## src/rtl/ext_mem_burst_arbiter_pkg.sv

```systemverilog
`timescale 1ns/1ps
`default_nettype none
// ------------------------------------------------------------------
// ext_mem_burst_arbiter_pkg : shared codes for the frame-buffer burst arbiter
// Revision : 1.0
// ------------------------------------------------------------------
package ext_mem_burst_arbiter_pkg;

  localparam int LEN_W   = 5;
  localparam int NUM_REQ = 3;

  typedef logic [1:0] arb_state_t;
  typedef logic [1:0] req_idx_t;

  localparam arb_state_t ARB_IDLE = 2'd0;
  localparam arb_state_t ARB_CMD  = 2'd1;
  localparam arb_state_t ARB_RD   = 2'd2;
  localparam arb_state_t ARB_WR   = 2'd3;

  localparam req_idx_t REQ_INTER = 2'd0;
  localparam req_idx_t REQ_DISP  = 2'd1;
  localparam req_idx_t REQ_RECON = 2'd2;

  function automatic logic [NUM_REQ-1:0] idx_to_onehot(input req_idx_t idx);
    return 3'b001 << idx;
  endfunction

endpackage
`default_nettype wire

```

## src/rtl/ext_mem_arb_pick.sv

```systemverilog
`timescale 1ns/1ps
`default_nettype none
// ------------------------------------------------------------------
// ext_mem_arb_pick : display-first, then round-robin inter-pred/recon pick
// Revision : 1.0
// ------------------------------------------------------------------
module ext_mem_arb_pick
  import ext_mem_burst_arbiter_pkg::*;
(
  input  logic [NUM_REQ-1:0] req_burst,
  input  req_idx_t           rr_last,
  output logic [NUM_REQ-1:0] grant,
  output req_idx_t           grant_idx
);

  always_comb begin
    grant_idx = REQ_DISP;
    if (req_burst[REQ_DISP]) begin
      grant_idx = REQ_DISP;
    end else if (req_burst[REQ_INTER] && req_burst[REQ_RECON]) begin
      // Contention between R0 and R2 alternates away from the last winner
      grant_idx = (rr_last == REQ_RECON) ? REQ_INTER : REQ_RECON;
    end else if (req_burst[REQ_INTER]) begin
      grant_idx = REQ_INTER;
    end else if (req_burst[REQ_RECON]) begin
      grant_idx = REQ_RECON;
    end
    grant = (|req_burst) ? idx_to_onehot(grant_idx) : '0;
  end

endmodule
`default_nettype wire

```

## src/rtl/ext_mem_burst_arbiter.sv

```systemverilog
`timescale 1ns/1ps
`default_nettype none
// ------------------------------------------------------------------
// ext_mem_burst_arbiter : shares the DDR burst port between three requesters
// Revision : 1.0
// ------------------------------------------------------------------
module ext_mem_burst_arbiter
  import ext_mem_burst_arbiter_pkg::*;
#(
  parameter int ADDR_W = 32,
  parameter int DATA_W = 64
) (
  input  logic                clk,
  input  logic                rst_n,
  input  logic                ena,
  input  logic [NUM_REQ-1:0]  req_burst,
  input  logic [NUM_REQ-1:0]  req_rd,
  input  logic [LEN_W-1:0]    req_len_minus1_0,
  input  logic [LEN_W-1:0]    req_len_minus1_1,
  input  logic [LEN_W-1:0]    req_len_minus1_2,
  input  logic [ADDR_W-1:0]   req_addr_0,
  input  logic [ADDR_W-1:0]   req_addr_1,
  input  logic [ADDR_W-1:0]   req_addr_2,
  output logic [NUM_REQ-1:0]  req_ready,
  output logic [NUM_REQ-1:0]  req_valid,
  output logic [DATA_W-1:0]   req_data,
  input  logic [DATA_W-1:0]   wr_data,
  output logic                wr_next,
  output logic                mem_burst,
  output logic [LEN_W-1:0]    mem_burst_len_minus1,
  output logic [ADDR_W-1:0]   mem_addr,
  output logic                mem_rd,
  output logic [DATA_W-1:0]   mem_wr_data,
  input  logic                mem_ready,
  input  logic                mem_valid,
  input  logic [DATA_W-1:0]   mem_data,
  input  logic                mem_wr_next
);

  arb_state_t           state_q, state_d;
  req_idx_t             owner_q, owner_d;
  req_idx_t             rr_last_q, rr_last_d;
  logic [LEN_W-1:0]     beat_cnt_q, beat_cnt_d;
  logic [NUM_REQ-1:0]   req_ready_q, req_ready_d;
  logic                 mem_burst_q, mem_burst_d;
  logic [LEN_W-1:0]     mem_len_q, mem_len_d;
  logic [ADDR_W-1:0]    mem_addr_q, mem_addr_d;
  logic                 mem_rd_q, mem_rd_d;

  logic [NUM_REQ-1:0]   grant;
  req_idx_t             grant_idx;
  logic [ADDR_W-1:0]    sel_addr;
  logic [LEN_W-1:0]     sel_len;

  ext_mem_arb_pick u_pick (
    .req_burst (req_burst),
    .rr_last   (rr_last_q),
    .grant     (grant),
    .grant_idx (grant_idx)
  );

  always_ff @(posedge clk) begin
    if (!rst_n) begin
      state_q     <= ARB_IDLE;
      owner_q     <= REQ_INTER;
      rr_last_q   <= REQ_RECON;
      beat_cnt_q  <= '0;
      req_ready_q <= '0;
      mem_burst_q <= 1'b0;
      mem_len_q   <= '0;
      mem_addr_q  <= '0;
      mem_rd_q    <= 1'b1;
    end else begin
      state_q     <= state_d;
      owner_q     <= owner_d;
      rr_last_q   <= rr_last_d;
      beat_cnt_q  <= beat_cnt_d;
      req_ready_q <= req_ready_d;
      mem_burst_q <= mem_burst_d;
      mem_len_q   <= mem_len_d;
      mem_addr_q  <= mem_addr_d;
      mem_rd_q    <= mem_rd_d;
    end
  end

  always_comb begin
    case (grant_idx)
      REQ_DISP:  begin sel_addr = req_addr_1; sel_len = req_len_minus1_1; end
      REQ_RECON: begin sel_addr = req_addr_2; sel_len = req_len_minus1_2; end
      default:   begin sel_addr = req_addr_0; sel_len = req_len_minus1_0; end
    endcase
  end

  always_comb begin
    state_d     = state_q;
    owner_d     = owner_q;
    rr_last_d   = rr_last_q;
    beat_cnt_d  = beat_cnt_q;
    req_ready_d = req_ready_q;
    mem_burst_d = mem_burst_q;
    mem_len_d   = mem_len_q;
    mem_addr_d  = mem_addr_q;
    mem_rd_d    = mem_rd_q;
    if (ena) begin
      req_ready_d = '0;
      case (state_q)
        ARB_IDLE: begin
          if (|req_burst) begin
            state_d     = ARB_CMD;
            owner_d     = grant_idx;
            req_ready_d = grant;
            mem_burst_d = 1'b1;
            mem_addr_d  = sel_addr;
            mem_len_d   = sel_len;
            // The recon writer only ever writes, whatever req_rd claims
            mem_rd_d    = (grant_idx == REQ_RECON) ? 1'b0 : req_rd[grant_idx];
            if (grant_idx != REQ_DISP) rr_last_d = grant_idx;
          end
        end
        ARB_CMD: begin
          if (mem_ready) begin
            mem_burst_d = 1'b0;
            beat_cnt_d  = mem_len_q;
            state_d     = mem_rd_q ? ARB_RD : ARB_WR;
          end
        end
        ARB_RD: begin
          if (mem_valid) begin
            if (beat_cnt_q == '0) state_d = ARB_IDLE;
            else                  beat_cnt_d = beat_cnt_q - 1'b1;
          end
        end
        ARB_WR: begin
          if (mem_wr_next) begin
            if (beat_cnt_q == '0) state_d = ARB_IDLE;
            else                  beat_cnt_d = beat_cnt_q - 1'b1;
          end
        end
        default: state_d = ARB_IDLE;
      endcase
    end
  end

  always_comb begin
    req_ready            = req_ready_q;
    // Gated so the controller cannot accept a command the frozen FSM would miss
    mem_burst            = mem_burst_q & ena;
    mem_burst_len_minus1 = mem_len_q;
    mem_addr             = mem_addr_q;
    mem_rd               = mem_rd_q;
    req_valid            = '0;
    req_data             = '0;
    wr_next              = 1'b0;
    mem_wr_data          = '0;
    if (ena && state_q == ARB_RD) begin
      req_data = mem_data;
      if (mem_valid) req_valid = idx_to_onehot(owner_q);
    end
    if (ena && state_q == ARB_WR) wr_next = mem_wr_next;
    if (ena && owner_q == REQ_RECON) mem_wr_data = wr_data;
  end

endmodule
`default_nettype wire

```

## config.mk

```make
export PLATFORM = sky130hd
export DESIGN_NAME = ext_mem_burst_arbiter
export DESIGN_NICKNAME = d
export VERILOG_FILES = /design/src/rtl/ext_mem_burst_arbiter_pkg.sv /design/src/rtl/ext_mem_arb_pick.sv /design/src/rtl/ext_mem_burst_arbiter.sv
export SDC_FILE = /design/constraint.sdc
export NUM_CORES = 1
export LEC_CHECK = 0
export CORE_AREA = 10 10 156 158
export CTS_BUF_LIST = sky130_fd_sc_hd__clkbuf_2
export CTS_CLUSTER_SIZE = 28
export DETAILED_ROUTE_END_ITERATION = 8
export DIE_AREA = 0 0 166 168
export SKIP_LAST_GASP = 1
export SLEW_MARGIN = 10
export SYNTH_ARGS = -nofsm -noshare
export SYNTH_HDL_FRONTEND = slang
export SYNTH_SLANG_ARGS = --single-unit
```

## constraint.sdc

```tcl
create_clock -name clk -period 2.44 [get_ports clk]
set_input_delay 0.366 -clock clk [delete_from_list [all_inputs] [get_ports clk]]
set_output_delay 0.366 -clock clk [all_outputs]
set_load 0.02 [all_outputs]
```

; Yosys cells after proc, flatten, opt, wreduce, memory -nomap -nowiden
; Index checks and enable logic that the tools add are counted.
; Widths: inputs -> output; s select.
[word_totals]
register_bits = 53
inputBits = 251
output_inout_bits = 174
[classes]
add_sub_neg = 1
magnitude_cmp = 1
n_eq_ne = 12
shift = 2
muxes = 32
n_bitwise = 1
n_reduce_logical = 14
[op_table]
columns = op, n
row1 = $mux 64, 2
row2 = $pmux 32 s2, 1
row3 = $mux 2, 10
row4 = $mux 5, 4
row5 = $pmux 5 s3, 1
row6 = $mux 3, 4
row7 = $eq 2x2->1 const B, 5
row8 = $pmux 5 s2, 1
row9 = $reduce_and 5->1, 2
row10 = $ne 2x2->1 const B, 4
row11 = $pmux 2 s4, 1
row12 = $reduce_and 4->1, 2
row13 = $mux 1, 6
row14 = $shl 1x2->3 const A, 2
row15 = $logic_not 5->1, 1
row16 = $sub 5x1->5 const B, 1
row17 = $eq 2x1->1 const B, 2
row18 = $logic_and 1x1->1, 4
row19 = $lt 2x3->1 const B, 1
row20 = $reduce_and 3->1, 1
row21 = $reduce_bool 3->1, 1
row22 = $reduce_or 3->1, 1
row23 = $bmux 1 s2, 1
row24 = $logic_not 2->1, 1
row25 = 4 further kinds, 4

; Depth between registers and ports, before layout
[logic_depth]
ltp_word = 7
ltp_mapped = 10
ltp_nobuf = 8

; Modules after synthesis
; Synthesis repeated with hierarchy kept, for this count alone.
[unflattened]
hier_cells = 549
area_unflattened_um2 = 3726.1
[modules_own_cells]
columns = mod, n_inst, cells_each, area_each_um2, seq_area_each_um2
row1 = ext_mem_burst_arbiter, 1, 540, 3666.0, 1061.0
row2 = ext_mem_arb_pick, 1, 9, 60.1, 0.0

; Worst setup path before layout
; OpenSTA, ideal clock, no wires.
[synth_path]
path_type = input to register
startpoint = in req_burst[1]
endpoint = reg mem_addr_q[14] (netlist: mem_addr[14])
setup_ps = 71
arrival_ps = 1807
t_required_ps = 2369
slack_ps = 563
path_stages = 9
path_buffers = 2
path_cell_list = nand3b_1 > inv_1 > ha_1 > clkbuf_1 > clkbuf_1 > a22oi_1 > nand2_1 > o211ai_1 > a21oi_1
[synth_via]
elab_chain_cells = 3
elab_cells_between_ends = 6
cone_classes = eq/ne (2) / mux (2) / reduce/logical (2)
[synth_rtl]
columns = element, line_no
row1 = start: declaration, ext_mem_burst_arbiter.sv:16  ; input logic [NUM_REQ-1:0] req_burst,
row2 = $mux 2 (*), ext_mem_arb_pick.sv:18  ; if (req_burst[REQ_DISP]) begin
row3 = net grant_idx[1], ext_mem_burst_arbiter.sv:51  ; req_idx_t grant_idx;
row4 = $eq 2x2->1 / $eq 2x1->1 (equally long branches), ext_mem_burst_arbiter.sv:87  ; case (grant_idx)
row5 = $pmux 32 s2 (*), ext_mem_burst_arbiter.sv:87
row6 = end signal: assignment, ext_mem_burst_arbiter.sv:81  ; mem_addr_q <= mem_addr_d;
row7 = end: declaration, ext_mem_burst_arbiter.sv:47  ; logic [ADDR_W-1:0] mem_addr_q, mem_addr_d;
; The timed path passes the listed nets; every way through them passes the cells marked *.
; A chain may end at the register's enable or synchronous reset.

; Final worst setup path
[layout_path]
startpoint = in ena
endpoint = out mem_wr_data[11]
[layout_via]
elab_chain_cells = 2
[layout_rtl]
columns = element, line_no
row1 = start: declaration, ext_mem_burst_arbiter.sv:15  ; input logic ena,
row2 = $logic_and 1x1->1, ext_mem_burst_arbiter.sv:160  ; if (ena && owner_q == REQ_RECON) mem_wr_data = wr_data;
row3 = $mux 64, ext_mem_burst_arbiter.sv:160
row4 = end: declaration, ext_mem_burst_arbiter.sv:33  ; output logic [DATA_W-1:0] mem_wr_data,
; Every way passes these cells.

==> metrics <==
static leakage 3.66 nW; clock sink total 53; Crit Path Max Fanout 60; gr usage total 17.4%; Syn Inst Count 514; DP HPWL ~22000 µm; RSZ-0062 raised after global routing no; VDD IR max ~0.19 mV; vias per std cell 4.29; Mean Syn Cell Area 7.31 µm²; Yosys top cell area share 28.2%; max_cap viols 0; Worst-Skew Late Latency 0.45 ns; worst stage delay on the critical path 0.54 ns; Seq/Total Area, Yosys 28.2%; cell with the most instances after synthesis and2_1; Final min period 2.30 ns; Crit path required time 2.07 ns; CP Launch Point ena; initial antenna violation count 5; Sw Ratio 33.7%; Initial Util 17.5%; DIE WIDTH 166 µm; DRT antenna net count 0; largest area contributor in the netlist dfxtp_1; CP Launch Type primary input; P&R area growth vs syn 120%; number of core rows 54; largest net degree at the start of global routing 61; Worst-path clk slew 0.26 ns; Yosys cell types 44; Slowest-stage cell, CP clkdlybuf4s50_1; Mapped Nets slightly below 800; WP buf/inv 3; Slew Limit Fails 0; Slew @ Worst Pin 0.787 ns; Ports 425; TritonCTS clock tree done; wire per inst 21.6 µm; Via Count 5160; P_sw ~0.85 mW; First-pass DRT Iterations 4; Hold Crit Class reg2reg; Final Non-Filler Cells about 1200; reg2reg start beat_cnt_q[0]$_SDFFE_PN0P_; Comb power frac ~46%; setup bufs post-CTS 0; Setup Viol. Count Final 0; Final period util 94.2%; Final Hold Fails 0; DIE HEIGHT 168 µm; clock skew approximately 0.017 ns; initial drt markers 220; Peak Freq ~0.43 GHz; Crit. End Element output port; port bufs 424; power per cell area 306 mW/mm²; critical path data arrival time ~1.9 ns; Detailed Route WL 26000 µm; largest cells by area after synthesis dfxtp_1 28%, and2_1 22%, nand2_1 8.4%; layout net count 1177; DRC viols 0; Hold Crit Start mem_addr[26]$_SDFFE_PN0P_; htree depth 2; number of flops mapped to enable cells by yosys 0; mapped cell area 0.00376 mm²; Async S/R FF share, synth 0%; Clock Path Buffers 2; GRT overflow 0; CP delay by family, top buffers and inverters; share of cells above drive strength 1 a little under a tenth; top cells by count, synth 131 x and2_1, 84 x nand2_1, 53 x dfxtp_1; full die area about 0.028 mm²; Crit Path Category in2out; setup slack after layout 0.141 ns; TritonCTS buffer count 5; Core Region 0.0214 mm²; Seq cells post-synth 53; yosys warns 0; pre-CTS WS -0.133 ns; # hold bufs at CTS 0; crit path cell chain clkdlybuf4s50_1, nand2_1, nor2_4, buf_12, and2_1, dlygate4sd2_1; gp weighted congestion 0.902; Clk pwr share 15.2%; status complete, no violations; Finished Core Util 38.6%; first-pass GRT wire length 37400 µm; top_reg_cell synth dfxtp_1; Max transition margin 46.8%; vias in the first global route about 5400; Sequential Power Share 39.0%; Inst Count DP 1195; internal power about 1.7 mW; root buffer cell clkbuf_2
-- cell type report --
cell class | instances | area [µm²]
Inverter | 7 | 26.3
Antenna cell | 1 | 2.50
Clock inverter | 1 | 7.51
Clock buffer | 7 | 35.0
Tap cell | 280 | 350
Sequential cell | 53 | 1060
Fill cell | 2270 | 13200
Timing Repair Buffer | 449 | 4310
Multi-Input combinational cell | 406 | 2470
-- worst register-to-register path: cells and delay by family, from the launching register on --
| kind | cells | cell delay, ns |
|---|---|---|
| simple gates | 2 | 0.85 |
| compound gates | 2 | 0.47 |
| flops | 1 | 0.38 |
| fa+ha+maj | 1 | 0.23 |
| buf+inv | 1 | 0.10 |
-- timing repair --
item / 4_1_cts / 5_1_grt
pin swaps: 0 / 0
endpoints found under the setup margin: 96 / 1
gates resized for setup: 97 / 1
cloned: 0 / 0
-- cells in the final DEF, fill, tap and decap left out, drive strengths merged, types with 3 or more instances in the layout --
cell	instances
a21oi	45
clkdlybuf4s50	291
o21ai	4
a22oi	41
nor4	5
nor2	13
o211ai	38
mux2i	3
clkbuf	7
nand3b	4
dfxtp	53
inv	6
buf	62
and2	131
o31ai	3
nand2	84
ha	4
dlygate4sd2	96
-- flip-flops by register name, summed over array words and instances, names as in the netlist --
signal / flops
beat_cnt_q: 5
state_q: 2
mem_rd: 1
mem_addr: 32
req_ready: 3
rr_last_q: 2
owner_q: 2
mem_burst_len_minus1: 5
mem_burst_q: 1
-- power by group through the flow --
stage	Clock, mW	Sequential [mW]	Combinational, mW
2_1_floorplan	0	1.06	0.397
3_3_place_gp	0	1.00	1.18
3_5_place_dp	0	1.00	1.18
4_1_cts	0.411	0.989	1.17
5_1_grt	0.437	1.00	1.25
6_report	0.384	0.987	1.16
-- worst paths after layout --
| kind | endpoint | slack [ns] | depth (start not counted) |
|---|---|---|---|
| worst max-delay path | mem_wr_data[11] | 0.14 | 6 |
| worst min-delay path | mem_addr[26]$_SDFFE_PN0P_ | 0.47 | 2 |
| worst max register to register | state_q[0]$_SDFFE_PN0P_ | 0.38 | 6 |
| worst min register to register | mem_addr[26]$_SDFFE_PN0P_ | 0.47 | 2 |
-- metal layers --
layer  global-route usage, %  up-vias  wire, µm
met5                       0        -        61
li1                        -     2589         -
met3                    5.94       13      1910
met2                    31.9      221     13400
met1                    19.5     2329     10500
met4                    1.85        8       111
-- cell families (layout without fill, tap and decap cells) --
kind of cell | count (synthesis) | in the layout | synth area share (%)
AND/OR/NAND/NOR | 251 | 251 | 35.9
AO/OA/AOI/OAI | 146 | 146 | 26.2
adder cells (fa/ha/maj) | 4 | 4 | 1.33
flip-flops | 53 | 53 | 28.2
other | 0 | 1 | 0
buffers and inverters | 55 | 464 | 6.89
multiplexers | 5 | 5 | 1.40
-- per-stage QoR --
step | hold slack (ns) | cell area [µm²] | setup TNS [ns] | total power, mW
2_1_floorplan | 0.444 | 3760 | 0 | 1.46
3_3_place_gp | 0.443 | 8330 | -5.75 | 2.18
3_5_place_dp | 0.446 | 8330 | -7.97 | 2.18
4_1_cts | 0.466 | 8250 | 0 | 2.57
5_1_grt | 0.477 | 8260 | 0 | 2.69
6_report | 0.472 | 8260 | 0 | 2.53
Power figures use the tool's default switching activity.
